[config.mk]
export PLATFORM = sky130hd
export DESIGN_NAME = vga_flag_sequencer
export DESIGN_NICKNAME = d
export VERILOG_FILES = /design/src/rtl/vga_flag_sequencer.sv
export SDC_FILE = /design/constraint.sdc
export NUM_CORES = 1
export LEC_CHECK = 0
export CORE_MARGIN = 5
export CORE_UTILIZATION = 52
export CTS_CLUSTER_SIZE = 16
export DETAILED_ROUTE_END_ITERATION = 8
export PLACE_DENSITY = 0.88
export SYNTH_ARGS = -nofsm -noshare
export SYNTH_HDL_FRONTEND = slang
export SYNTH_SLANG_ARGS = --single-unit
[constraint.sdc]
create_clock -name clk -period 3.2 [get_ports clk]
set_input_delay 0.96 -clock clk [delete_from_list [all_inputs] [get_ports clk]]
set_output_delay 0.96 -clock clk [all_outputs]
set_load 0.05 [all_outputs]
[src/rtl/vga_flag_sequencer.sv]
// vga_flag_sequencer
// Chooses the flag index shown by the VGA pattern generator. The index advances
// automatically after a programmable number of frames, or when the next/prev
// buttons are pressed. Each change can run a frame-paced fade-out, swap and
// fade-in, so the pixel datapath only has to scale its RGB output by fade_level.
module vga_flag_sequencer #(
    parameter int NUM_FLAGS = 16,
    parameter int FLAG_W    = 4,
    parameter int DWELL_W   = 8,
    parameter int FADE_MAX  = 7
) (
    input  logic                              clk,
    input  logic                              rst,
    input  logic                              frame_start,
    input  logic                              btn_next,
    input  logic                              btn_prev,
    input  logic                              auto_en,
    input  logic                              fade_en,
    input  logic [DWELL_W-1:0]                dwell_frames,
    output logic [FLAG_W-1:0]                 flag_sel,
    output logic [$clog2(FADE_MAX+1)-1:0]     fade_level,
    output logic                              flag_changed,
    output logic                              busy
);

    localparam int FW = $clog2(FADE_MAX + 1);

    localparam logic [1:0] SHOW     = 2'd0;
    localparam logic [1:0] FADE_OUT = 2'd1;
    localparam logic [1:0] SWAP     = 2'd2;
    localparam logic [1:0] FADE_IN  = 2'd3;

    localparam logic [FW-1:0]     FADE_FULL = FW'(FADE_MAX);
    localparam logic [FLAG_W-1:0] FLAG_LAST = FLAG_W'(NUM_FLAGS - 1);

    // Steps the flag index one place forward (dir=1) or back (dir=0), wrapping
    // at both ends of the flag range rather than at the counter width.
    function automatic logic [FLAG_W-1:0] step_flag(input logic [FLAG_W-1:0] cur,
                                                    input logic              dir);
        logic [FLAG_W-1:0] res;
        if (dir == 1'b1) begin
            if (cur == FLAG_LAST) begin
                res = {FLAG_W{1'b0}};
            end else begin
                res = cur + FLAG_W'(1);
            end
        end else begin
            if (cur == {FLAG_W{1'b0}}) begin
                res = FLAG_LAST;
            end else begin
                res = cur - FLAG_W'(1);
            end
        end
        return res;
    endfunction

    logic [1:0]         state_r;
    logic [FLAG_W-1:0]  flag_sel_r;
    logic [FW-1:0]      fade_level_r;
    logic               flag_changed_r;
    logic               busy_r;
    logic               dir_r;
    logic [DWELL_W-1:0] dwell_cnt_r;
    logic               btn_next_q_r;
    logic               btn_prev_q_r;

    logic [1:0]         state_nxt_s;
    logic [FLAG_W-1:0]  flag_nxt_s;
    logic [FW-1:0]      level_nxt_s;
    logic               changed_nxt_s;
    logic               dir_nxt_s;
    logic [DWELL_W-1:0] cnt_nxt_s;
    logic [DWELL_W:0]   cnt_inc_s;
    logic               auto_req_s;
    logic               nxt_e_s;
    logic               prv_e_s;
    logic               man_req_s;

    // Rising-edge detection; simultaneous next and prev cancel each other, and
    // edges outside SHOW are simply dropped.
    assign nxt_e_s   = btn_next & ~btn_next_q_r;
    assign prv_e_s   = btn_prev & ~btn_prev_q_r;
    assign man_req_s = (state_r == SHOW) && ((nxt_e_s ^ prv_e_s) == 1'b1);
    assign cnt_inc_s = {1'b0, dwell_cnt_r} + {{DWELL_W{1'b0}}, 1'b1};

    // Dwell counter: counts frames while showing a flag and raises the auto request
    // on the frame that reaches dwell_frames; a counter left above a lowered
    // dwell_frames clears instead of wrapping.
    always_comb begin
        auto_req_s = 1'b0;
        cnt_nxt_s  = dwell_cnt_r;
        if (auto_en == 1'b0) begin
            cnt_nxt_s = {DWELL_W{1'b0}};
        end else if (state_r != SHOW) begin
            cnt_nxt_s = dwell_cnt_r;
        end else if (dwell_frames == {DWELL_W{1'b0}}) begin
            cnt_nxt_s = {DWELL_W{1'b0}};
        end else if (frame_start == 1'b1) begin
            if (cnt_inc_s == {1'b0, dwell_frames}) begin
                auto_req_s = 1'b1;
                cnt_nxt_s  = {DWELL_W{1'b0}};
            end else if (cnt_inc_s > {1'b0, dwell_frames}) begin
                cnt_nxt_s = {DWELL_W{1'b0}};
            end else begin
                cnt_nxt_s = cnt_inc_s[DWELL_W-1:0];
            end
        end else begin
            cnt_nxt_s = dwell_cnt_r;
        end
        if (man_req_s == 1'b1) begin
            cnt_nxt_s = {DWELL_W{1'b0}};
        end else begin
            cnt_nxt_s = cnt_nxt_s;
        end
    end

    // Transition sequencer: the flag index changes on entry to SWAP so that
    // flag_changed and the new flag_sel appear in the same cycle.
    always_comb begin
        state_nxt_s   = state_r;
        flag_nxt_s    = flag_sel_r;
        level_nxt_s   = fade_level_r;
        changed_nxt_s = 1'b0;
        dir_nxt_s     = dir_r;
        case (state_r)
            SHOW: begin
                if ((man_req_s | auto_req_s) == 1'b1) begin
                    // A manual press overrides the direction of a coincident auto request.
                    dir_nxt_s = man_req_s ? nxt_e_s : 1'b1;
                    if (fade_en == 1'b1) begin
                        state_nxt_s = FADE_OUT;
                    end else begin
                        state_nxt_s   = SWAP;
                        flag_nxt_s    = step_flag(flag_sel_r, dir_nxt_s);
                        changed_nxt_s = 1'b1;
                    end
                end else begin
                    state_nxt_s = SHOW;
                end
            end
            FADE_OUT: begin
                if (frame_start == 1'b1) begin
                    if (fade_level_r == {FW{1'b0}}) begin
                        state_nxt_s   = SWAP;
                        flag_nxt_s    = step_flag(flag_sel_r, dir_r);
                        changed_nxt_s = 1'b1;
                    end else begin
                        level_nxt_s = fade_level_r - FW'(1);
                    end
                end else begin
                    state_nxt_s = FADE_OUT;
                end
            end
            SWAP: begin
                // An instant swap never dimmed, so it returns straight to SHOW.
                if (fade_level_r != FADE_FULL) begin
                    state_nxt_s = FADE_IN;
                end else begin
                    state_nxt_s = SHOW;
                end
            end
            FADE_IN: begin
                if (frame_start == 1'b1) begin
                    if (fade_level_r == FADE_FULL) begin
                        state_nxt_s = SHOW;
                    end else begin
                        level_nxt_s = fade_level_r + FW'(1);
                    end
                end else begin
                    state_nxt_s = FADE_IN;
                end
            end
            default: begin
                state_nxt_s = SHOW;
                level_nxt_s = FADE_FULL;
            end
        endcase
    end

    // State and output registers; busy is registered from the next state so it
    // tracks state != SHOW without a combinational output path.
    always_ff @(posedge clk or posedge rst) begin
        if (rst) begin
            state_r        <= SHOW;
            flag_sel_r     <= {FLAG_W{1'b0}};
            fade_level_r   <= FADE_FULL;
            flag_changed_r <= 1'b0;
            busy_r         <= 1'b0;
            dir_r          <= 1'b1;
            dwell_cnt_r    <= {DWELL_W{1'b0}};
            btn_next_q_r   <= 1'b0;
            btn_prev_q_r   <= 1'b0;
        end else begin
            state_r        <= state_nxt_s;
            flag_sel_r     <= flag_nxt_s;
            fade_level_r   <= level_nxt_s;
            flag_changed_r <= changed_nxt_s;
            busy_r         <= (state_nxt_s != SHOW);
            dir_r          <= dir_nxt_s;
            dwell_cnt_r    <= cnt_nxt_s;
            btn_next_q_r   <= btn_next;
            btn_prev_q_r   <= btn_prev;
        end
    end

    assign flag_sel     = flag_sel_r;
    assign fade_level   = fade_level_r;
    assign flag_changed = flag_changed_r;
    assign busy         = busy_r;

endmodule

## Word-level counts from Yosys, hierarchy flattened

Index checks and enable logic that the tools add are counted.

| word-level totals | value |
|---|---|
| bits in writable memories | 0 |
| word-level logic and storage cells | 90 |
| latch bits | 0 |
| memories | 0 |
| bits in read-only memories | 0 |
| output and inout bits | 9 |
| bits in registers | 22 |
| bits of input ports | 15 |

| cells by class | value |
|---|---|
| bitwise operators | 6 |
| multiplexer cells | 40 |
| magnitude comparators | 1 |
| add/subtract/negate cells | 5 |
| divide/modulo/power cells | 0 |
| multipliers | 0 |
| shifts and indexed selects | 0 |
| equal/unequal tests | 16 |
| reduce and logical (&&, ||, !) cells | 13 |

Operators by type and width:

| kind | count |
|---|---|
| 8-bit 2-to-1 mux | 7 |
| 4-bit 2-to-1 mux | 8 |
| 2-bit 2-to-1 mux | 7 |
| 3-bit 2-to-1 mux | 4 |
| 2-bit != test (second input constant) | 6 |
| 1-bit 2-to-1 mux | 10 |
| 5-bit AND reduction | 2 |
| 8-bit by 1-bit adder with 9-bit output (second input constant) | 1 |
| 9-bit by 8-bit equality test with 1-bit output | 1 |
| 9-bit by 8-bit > comparator with 1-bit output | 1 |
| 8-bit zero test | 1 |
| 2-bit one-hot mux with 4 select lines | 1 |
| 4-bit one-hot mux with 2 select lines | 1 |
| 2-bit nonzero test | 4 |
| 3-bit != test (second input constant) | 2 |
| 3-bit one-hot mux with 2 select lines | 1 |
| 4-bit by 1-bit adder with 4-bit output (second input constant) | 1 |
| 2-bit equality test (second input constant) | 2 |
| 4-bit equality test (second input constant) | 1 |
| 4-bit zero test | 1 |
| 4-bit by 2-bit != test with 1-bit output (second input constant) | 1 |
| 2-bit AND reduction | 2 |
| 4-bit by 1-bit subtractor with 4-bit output (second input constant) | 1 |
| 3-bit by 1-bit adder with 3-bit output (second input constant) | 1 |
| 12 further kinds | 14 |

## Logic depth before layout (Yosys ltp)

Gate-level depths: netlist of the first run.

| depth | value |
|---|---|
| depth after elaboration | 11 |
| gate-level depth with buffers | 13 |
| gate-level depth less buffers | 12 |

## Worst setup path before layout of the first run

OpenSTA, ideal clock, no wires.

| timing | value |
|---|---|
| path kind | reg-to-reg |
| from | register dwell_cnt_r[0] |
| to | register dwell_cnt_r[2] |
| data required time | 3.135 ns |
| buffers on the path | 0 |
| cell stages (with the launch flop) | 13 |
| slack | 0.444 ns |
| library setup time | 0.065 ns |
| arrival time | 2.691 ns |
| clock period less this slack | 2.756 ns |
| cells stage by stage | dfrtp_1 ha_1 and4_1 nand2_1 or2_2 nand2_1 ha_1 nand3_1 o21bai_1 or4b_1 or3_4 a21oi_1 a21o_1 |

| on the way | value |
|---|---|
| cells in the longest elaborated chain, start to end | 9 |
| elaborated cells between the ends (all ways) | 10 |
| classes of those cells | 1 x add/sub; 1 x order compare; 1 x eq/ne; 7 x mux |

Ends and longest elaborated chain:

| item | line | text |
|---|---|---|
| start: declaration | 63 | `logic [DWELL_W-1:0] dwell_cnt_r;` |
| start signal: assignment | 190 | `dwell_cnt_r <= {DWELL_W{1'b0}};` |
| start signal: assignment | 200 | `dwell_cnt_r <= cnt_nxt_s;` |
| 8-bit by 1-bit adder with 9-bit output (*) | 84 | `assign cnt_inc_s = {1'b0, dwell_cnt_r} + {{DWELL_W{1'b0}}, 1'b1};` |
| 9-bit by 8-bit > comparator with 1-bit output | 102 | `end else if (cnt_inc_s > {1'b0, dwell_frames}) begin` |
| 8-bit 2-to-1 mux | 102 |  |
| 8-bit 2-to-1 mux (*) | 99 | `if (cnt_inc_s == {1'b0, dwell_frames}) begin` |
| 8-bit 2-to-1 mux (*) | 98 | `end else if (frame_start == 1'b1) begin` |
| 8-bit 2-to-1 mux (*) | 96 | `end else if (dwell_frames == {DWELL_W{1'b0}}) begin` |
| 8-bit 2-to-1 mux (*) | 94 | `end else if (state_r != SHOW) begin` |
| 8-bit 2-to-1 mux (*) | 92 | `if (auto_en == 1'b0) begin` |
| 8-bit 2-to-1 mux (*) | 110 | `if (man_req_s == 1'b1) begin` |

Every way passes the cells marked *; elsewhere a longest branch is shown, timed or not. The select of a mux whose other input is x is not followed.
A chain may end at the register's enable or synchronous reset.

## Final worst setup path of the first run

| timing | value |
|---|---|
| from | register dwell_cnt_r[1] |
| to | register dwell_cnt_r[6] |

The elaborated chain is that of the path after synthesis.

==> flow_metrics.env, run 1 <==
export IMPL_synth_cell_types=37
export IMPL_wl_mm=3.348
export IMPL_floorplan_rows=19
export IMPL_hold_viol=0
export IMPL_crit_chain="ha_1 > and4_1 > nand2_1 > or2_2 > nand2_1 > ha_1 > nand3_1 > o21bai_1 > or4b_1 > or3_4 > a21oi_1 > a21o_1"
export IMPL_ant_nets=0
export IMPL_synth_compound_gate_area_share_pct=16.49
export IMPL_min_path_type="flip-flop to flip-flop"
export IMPL_worstMarginPinSlew_ns=0.8048
export IMPL_status="complete, no violations"
export IMPL_slew_headroom_pct=46.29
export IMPL_vias_per_cell=5.719
export IMPL_die_w_microns=62.51
export IMPL_fp_dieH_microns=62.51
export IMPL_final_cell_mix="clkdlybuf4s50_1 (23), nand2_1 (18), dfrtp_1 (17), inv_1 (14), a21oi_1 (12)"
export IMPL_max_cap_violations=0
export IMPL_utilization_pct=65.74
export IMPL_period_share_pct=94.53
export IMPL_switching_share_pct=45.10
export IMPL_cp_top_family="simple AND/OR/NAND/NOR gates"
export IMPL_num_fill_cells=227
export IMPL_drc=0
export IMPL_gp_congestion=0.8281
export IMPL_hold_ws_ns=0.5145
export IMPL_antenna_found_initial=0
export IMPL_pwr_share_clk_pct=11.7
export IMPL_cp_slowest_cell="or4b_1"
export IMPL_power_frac_seq_pct=36.0
export IMPL_overflow=0
export IMPL_numCtsBuffers=3
export IMPL_syn_instance_count=158
export IMPL_syn_nets=185
export IMPL_die_area_sq_um=3908
export IMPL_preCtsSetupSlack_ns=-0.07128
export IMPL_p_leak_nw=0.8498
export IMPL_vias=1264
export IMPL_dpl_cell_area_sq_um=1729
export IMPL_combPwrFrac_pct=52.2
export IMPL_drive_above_1_share_pct=11.58
export IMPL_ioPinCount=24
export IMPL_cts_buffer_depth=2
export IMPL_finClkSkew_ns=0.004974
export IMPL_synthAdderAreaFrac_pct=10.99
export IMPL_hpwl_mm=2.633
export IMPL_finalSetupViolCount=0
export IMPL_critPathLaunchType="flip-flop"
export IMPL_yosys_area_share_simple_pct=22.86
export IMPL_grt_pass1_vias=1407
export IMPL_synth_xor_xnor_area_share_pct=5.497
export IMPL_final_area_sq_um=1782
export IMPL_max_stage_delay_ns=0.52
export IMPL_yosys_warnings=0
export IMPL_first_pass_iters=4
export IMPL_finalCriticalPeriod_ns=3.025
export IMPL_arrival_ns=3.27
export IMPL_crit_type="flip-flop to flip-flop"
export IMPL_fin_ws_ns=0.1751
export IMPL_fmax_mhz=330.6
export IMPL_insertion_delay_ns=0.30
export IMPL_clkTransAtPathRegs_ns=0.11
export IMPL_core_area_sq_um=2710
export IMPL_muxShareOfSynthArea_pct=1.483
export IMPL_cp_data_required_time_ns=3.45
export IMPL_pwr_density_cell_nw_per_um2=719.6
export IMPL_cp_num_buf_inv=0
export IMPL_synth_top_family_by_area="simple AND/OR/NAND/NOR gates"
export IMPL_root_buffer="clkbuf_4"
export IMPL_ys_flop_type="dfrtp_1"
export IMPL_grt_first_pass_wirelength_mm=6.175
export IMPL_io_buffers=23
export IMPL_ys_ff_latch=22
export IMPL_syn_area_sq_um=1434
export IMPL_ir_drop_mv=0.6803
export IMPL_drt_first_iter_violations=55
export IMPL_avgSynthCellArea_sq_um=9.075
export IMPL_synth_edf_count=0
export IMPL_cts_tree="yes"
export IMPL_intPower_w=0.0007039
export IMPL_end_kind="flip-flop"
export IMPL_wl_per_cell_microns=15.15
export IMPL_synth_async_reset_ratio_pct=100.0
export IMPL_ys_seq_area_share_pct=38.74
export IMPL_area_growth_pct=24.26
export IMPL_power_switching_w=0.0005782
export IMPL_cts_htree_levels=1
export IMPL_slew_viol_final=0
export IMPL_grt_max_degree=23
export IMPL_tns_ns=0
export IMPL_final_common_cell="clkdlybuf4s50_1"
export IMPL_finalNetCount=218
export IMPL_grt_use_total_pct=18.40
export IMPL_start_util_pct=52.91
export IMPL_antennaDiodeCount=0
export IMPL_crit_fanout=4
export IMPL_clock_sinks=22
[repair_timing]
action | 4_1_cts | 5_1_grt
setup buffers | 0 | 2
gates resized for setup | 0 | 1
hold buffers | 0 | 0
hold endpoints to repair | 0 | 0
endpoints found under the setup margin | 0 | 8
[worst register-to-register path, delay by kind of cell (launching register included)]
family	cells	cell delay [ns]
AO/OA/AOI/OAI	3	0.34
AND/OR/NAND/NOR	7	1.74
adder cells (fa/ha/maj)	2	0.47
flip-flops	1	0.42
[Yosys cell counts, types with 2 or more instances]
master	number	area, sq um
nand2_1	18	67.56
a21o_1	3	22.52
o21ai_0	9	45.04
o21bai_1	2	15.01
dfstp_2	4	105.1
and3_1	3	18.77
a21oi_1	12	60.06
nor4_1	2	12.51
nand2b_1	5	31.28
nor3_1	4	20.02
or2_2	3	18.77
dfrtp_1	18	450.4
inv_1	14	52.55
nand3_1	10	50.05
a22o_1	4	35.03
xnor2_1	6	52.55
a41oi_1	2	17.52
ha_1	11	137.6
nor2_1	6	22.52
nor2b_1	3	18.77
xor2_1	3	26.28
[sequential cells by signal, summed over array words and instances (netlist names)]
| name | flops |
|---|---|
| dwell_cnt_r | 8 |
| flag_sel | 4 |
| fade_level | 3 |
| state_r | 2 |
| btn_next_q_r | 1 |
| btn_prev_q_r | 1 |
| busy | 1 |
| dir_r | 1 |
| flag_changed | 1 |
[worst paths after layout]
| check | endpoint | slack [ns] | start | cells after the start |
|---|---|---|---|---|
| setup reg to reg | dwell_cnt_r[6] | 0.18 | dwell_cnt_r[1] | 12 |
| min in group asynchronous | dwell_cnt_r[5] | 1.11 | rst | 2 |
| hold / removal | dir_r | 0.51 | dir_r | 2 |
| max in group asynchronous | dwell_cnt_r[0] | 1.54 | rst | 2 |
| hold reg to reg | dir_r | 0.51 | dir_r | 2 |
| setup / recovery | dwell_cnt_r[6] | 0.18 | dwell_cnt_r[1] | 12 |
[power groups by stage]
stage          combinational, W  sequential, W  clock, W
6_report               0.000670       0.000462  0.000150
3_3_place_gp           0.000634       0.000460         0
4_1_cts                0.000668       0.000460  0.000155
5_1_grt                0.000733       0.000479  0.000171
2_1_floorplan          0.000293       0.000626         0
3_5_place_dp           0.000665       0.000464         0
[stage by stage]
stage	instances	total power [W]
after floorplan	158	0.0009194
after global placement	215	0.001094
after detailed placement	215	0.001129
after CTS	219	0.001284
after global routing	221	0.001383
final	221	0.001282
[metal layers]
layer / wire (microns) / part of all wire, % / global-route usage [%] / vias to the layer above
met5: 0 / 0 / 0 / -
met4: 12 / 0.36 / 3.714 / 0
met3: 123 / 3.7 / 3.417 / 2
met2: 1791 / 53 / 33.68 / 27
met1: 1422 / 42 / 22.23 / 609
li1: - / - / - / 626
[final cells by class]
cell class	instances	area (sq um)	share of cell area, %
Multi-Input combinational cell	121	822.0	46.14
Clock buffer	4	36.28	2.037
Tap cell	31	38.79	2.177
Inverter	14	52.55	2.949
Timing Repair Buffer	29	275.3	15.45
Sequential cell	22	556.8	31.25
[logic make-up (layout without fill, tap and decap cells)]
family / count (synthesis) / count (layout)
and+or+nand+nor: 61 / 61
AOI/OAI and AO/OA: 37 / 37
buffers and inverters: 15 / 47
adders and majority gates: 12 / 12
DFF: 22 / 22
muxes: 2 / 2
xor gates and xnor gates: 9 / 9
No activity file was read; power rests on OpenSTA's default activity.
==> run 2, diff against run 1 <==
CORE_MARGIN = 1.5   (was 5)
==> flow_metrics.env, run 2 (synthesis results as in run 1) <==
export IMPL_dp_cells=213
export IMPL_first_pass_iters=4
export IMPL_status="complete, no violations"
export IMPL_antenna_found_initial=0
export IMPL_final_cell_mix="clkdlybuf4s50_1 (23), nand2_1 (18), dfrtp_1 (17), inv_1 (14), a21oi_1 (12)"
export IMPL_cts_buffer_depth=2
export IMPL_slew_viol_final=0
export IMPL_finalNetCount=215
export IMPL_gp_congestion=0.8593
export IMPL_io_buffers=23
export IMPL_power_switching_w=0.0005758
export IMPL_rsz0062_at_grt="false"
export IMPL_grt_max_degree=23
export IMPL_clkTransAtPathRegs_ns=0.11
export IMPL_worstMarginPinSlew_ns=0.7770
export IMPL_arrival_ns=3.28
export IMPL_end_kind="flip-flop"
export IMPL_cts_tree="yes"
export IMPL_ir_drop_mv=0.7720
export IMPL_die_area_sq_um=3081
export IMPL_cts_htree_levels=1
export IMPL_utilization_pct=68.68
export IMPL_top_register="dwell_cnt_r"
export IMPL_hold_path_depth=2
export IMPL_finalCriticalPeriod_ns=3.022
export IMPL_pwr_share_clk_pct=10.2
export IMPL_cp_top_family="simple AND/OR/NAND/NOR gates"
export IMPL_die_w_microns=55.51
export IMPL_combPwrFrac_pct=52.6
export IMPL_max_stage_delay_ns=0.52
export IMPL_power_frac_seq_pct=37.1
export IMPL_drc=0
export IMPL_fp_dieH_microns=55.51
export IMPL_pwr_density_cell_nw_per_um2=718.3
export IMPL_grt_use_total_pct=21.34
export IMPL_postCtsSetupBuffers=0
export IMPL_numCtsBuffers=3
export IMPL_num_fill_cells=191
export IMPL_period_share_pct=94.43
export IMPL_grt_pass1_vias=1203
export IMPL_cp_slowest_cell="or4b_1"
export IMPL_p_leak_nw=0.8275
export IMPL_overflow=0
export IMPL_finalSetupViolCount=0
export IMPL_clock_sinks=22
export IMPL_ioPinCount=24
export IMPL_vias=1262
export IMPL_crit_chain="ha_1 > and4_1 > nand2_1 > or2_2 > nand2_1 > ha_1 > nand3_1 > o21bai_1 > or4b_1 > or3_4 > a21oi_1 > a21o_1"
export IMPL_hold_viol=0
export IMPL_root_buffer="clkbuf_4"
export IMPL_layout_cells_non_filler=217
export IMPL_cp_num_buf_inv=0
export IMPL_core_area_sq_um=2545
export IMPL_switching_share_pct=45.87
export IMPL_grt_first_pass_wirelength_mm=5.368
export IMPL_largest_reg_flops=8
export IMPL_insertion_delay_ns=0.30
export IMPL_wl_per_cell_microns=14.47
export IMPL_area_growth_pct=21.90
export IMPL_min_path_type="flip-flop to flip-flop"
export IMPL_crit_type="flip-flop to flip-flop"
export IMPL_hpwl_mm=2.447
export IMPL_final_common_cell="clkdlybuf4s50_1"
export IMPL_crit_fanout=6
export IMPL_critPathLaunchType="flip-flop"
export IMPL_antennaDiodeCount=0
export IMPL_cp_data_required_time_ns=3.45
export IMPL_intPower_w=0.0006796
export IMPL_start_util_pct=56.34
export IMPL_slew_headroom_pct=48.14
export IMPL_drt_first_iter_violations=38
export IMPL_hold_ws_ns=0.4994
export IMPL_vias_per_cell=5.816
export IMPL_worstRegToRegCells=12
export IMPL_wl_mm=3.141
export IMPL_drive_above_1_share_pct=9.626
export IMPL_floorplan_rows=18
export IMPL_finClkSkew_ns=0.003896
export IMPL_fmax_mhz=331.0
export IMPL_max_cap_violations=0
export IMPL_crit_cells=12
export IMPL_ant_nets=0
## run 2: cell types whose count changed in the layout (fill, tap and decap cells not counted)
| cell | change |
|---|---|
| buf_4 | -3 |
| clkbuf_1 | +1 |
| clkbuf_8 | -1 |
## run 2: area by class of cell
cell class | instances | area [sq um] | share of cell area (%)
well taps | 30 | 37.54 | 2.147
multi-input cells | 121 | 822.0 | 47.03
inverters | 14 | 52.55 | 3.006
clock buffers | 4 | 26.28 | 1.503
repair buffers | 26 | 252.7 | 14.46
flip-flops and latches | 22 | 556.8 | 31.85
## run 2: timing repair
item | CTS | global route
hold buffers | 0 | 0
gates resized for setup | 0 | 1
endpoints found under the setup margin | 0 | 3
## run 2: stage by stage
step / setup slack, ns / total power [W] / setup TNS [ns] / area [sq um]
after floorplan: 0.4438 / 0.0009194 / 0 / 1434
after global placement: 0.02563 / 0.001085 / 0 / 1720
after detailed placement: -0.04256 / 0.001124 / -0.1187 / 1720
after CTS: 0.1577 / 0.001255 / 0 / 1747
after global routing: 0.005513 / 0.001327 / 0 / 1748
final: 0.1784 / 0.001255 / 0 / 1748
## run 2: final timing paths
path / start / end / slack [ns]
worst min register to register: dir_r / dir_r / 0.50
max in group asynchronous: rst / dwell_cnt_r[0] / 1.59
worst min-delay path: dir_r / dir_r / 0.50
worst max register to register: dwell_cnt_r[0] / dwell_cnt_r[5] / 0.18
worst max-delay path: dwell_cnt_r[0] / dwell_cnt_r[5] / 0.18
min in group asynchronous: rst / dwell_cnt_r[0] / 1.08
## run 2: metal layers
layer	up-vias	part of all wire [%]	wire length, microns	global-route usage [%]
met3	2	5.8	181	5.855
met5	-	0	0	0
met1	602	45	1413	28.68
met4	0	0.41	13	2.787
li1	623	-	-	-
met2	35	49	1532	35.37
## run 2: power groups by stage
stage | combinational (W) | sequential [W] | clock [W]
floorplan | 0.000293 | 0.000626 | 0
global placement | 0.000626 | 0.000459 | 0
detailed placement | 0.000655 | 0.000469 | 0
CTS | 0.000661 | 0.000464 | 0.000131
global route | 0.000707 | 0.000480 | 0.000140
finish | 0.000661 | 0.000466 | 0.000128
## run 2: tightest hold or removal path, delay by kind of cell, from the launching register on
family / cells / cell delay [ns]
compound gates: 1 / 0.06
buf+inv: 1 / 0.06
flops: 1 / 0.38
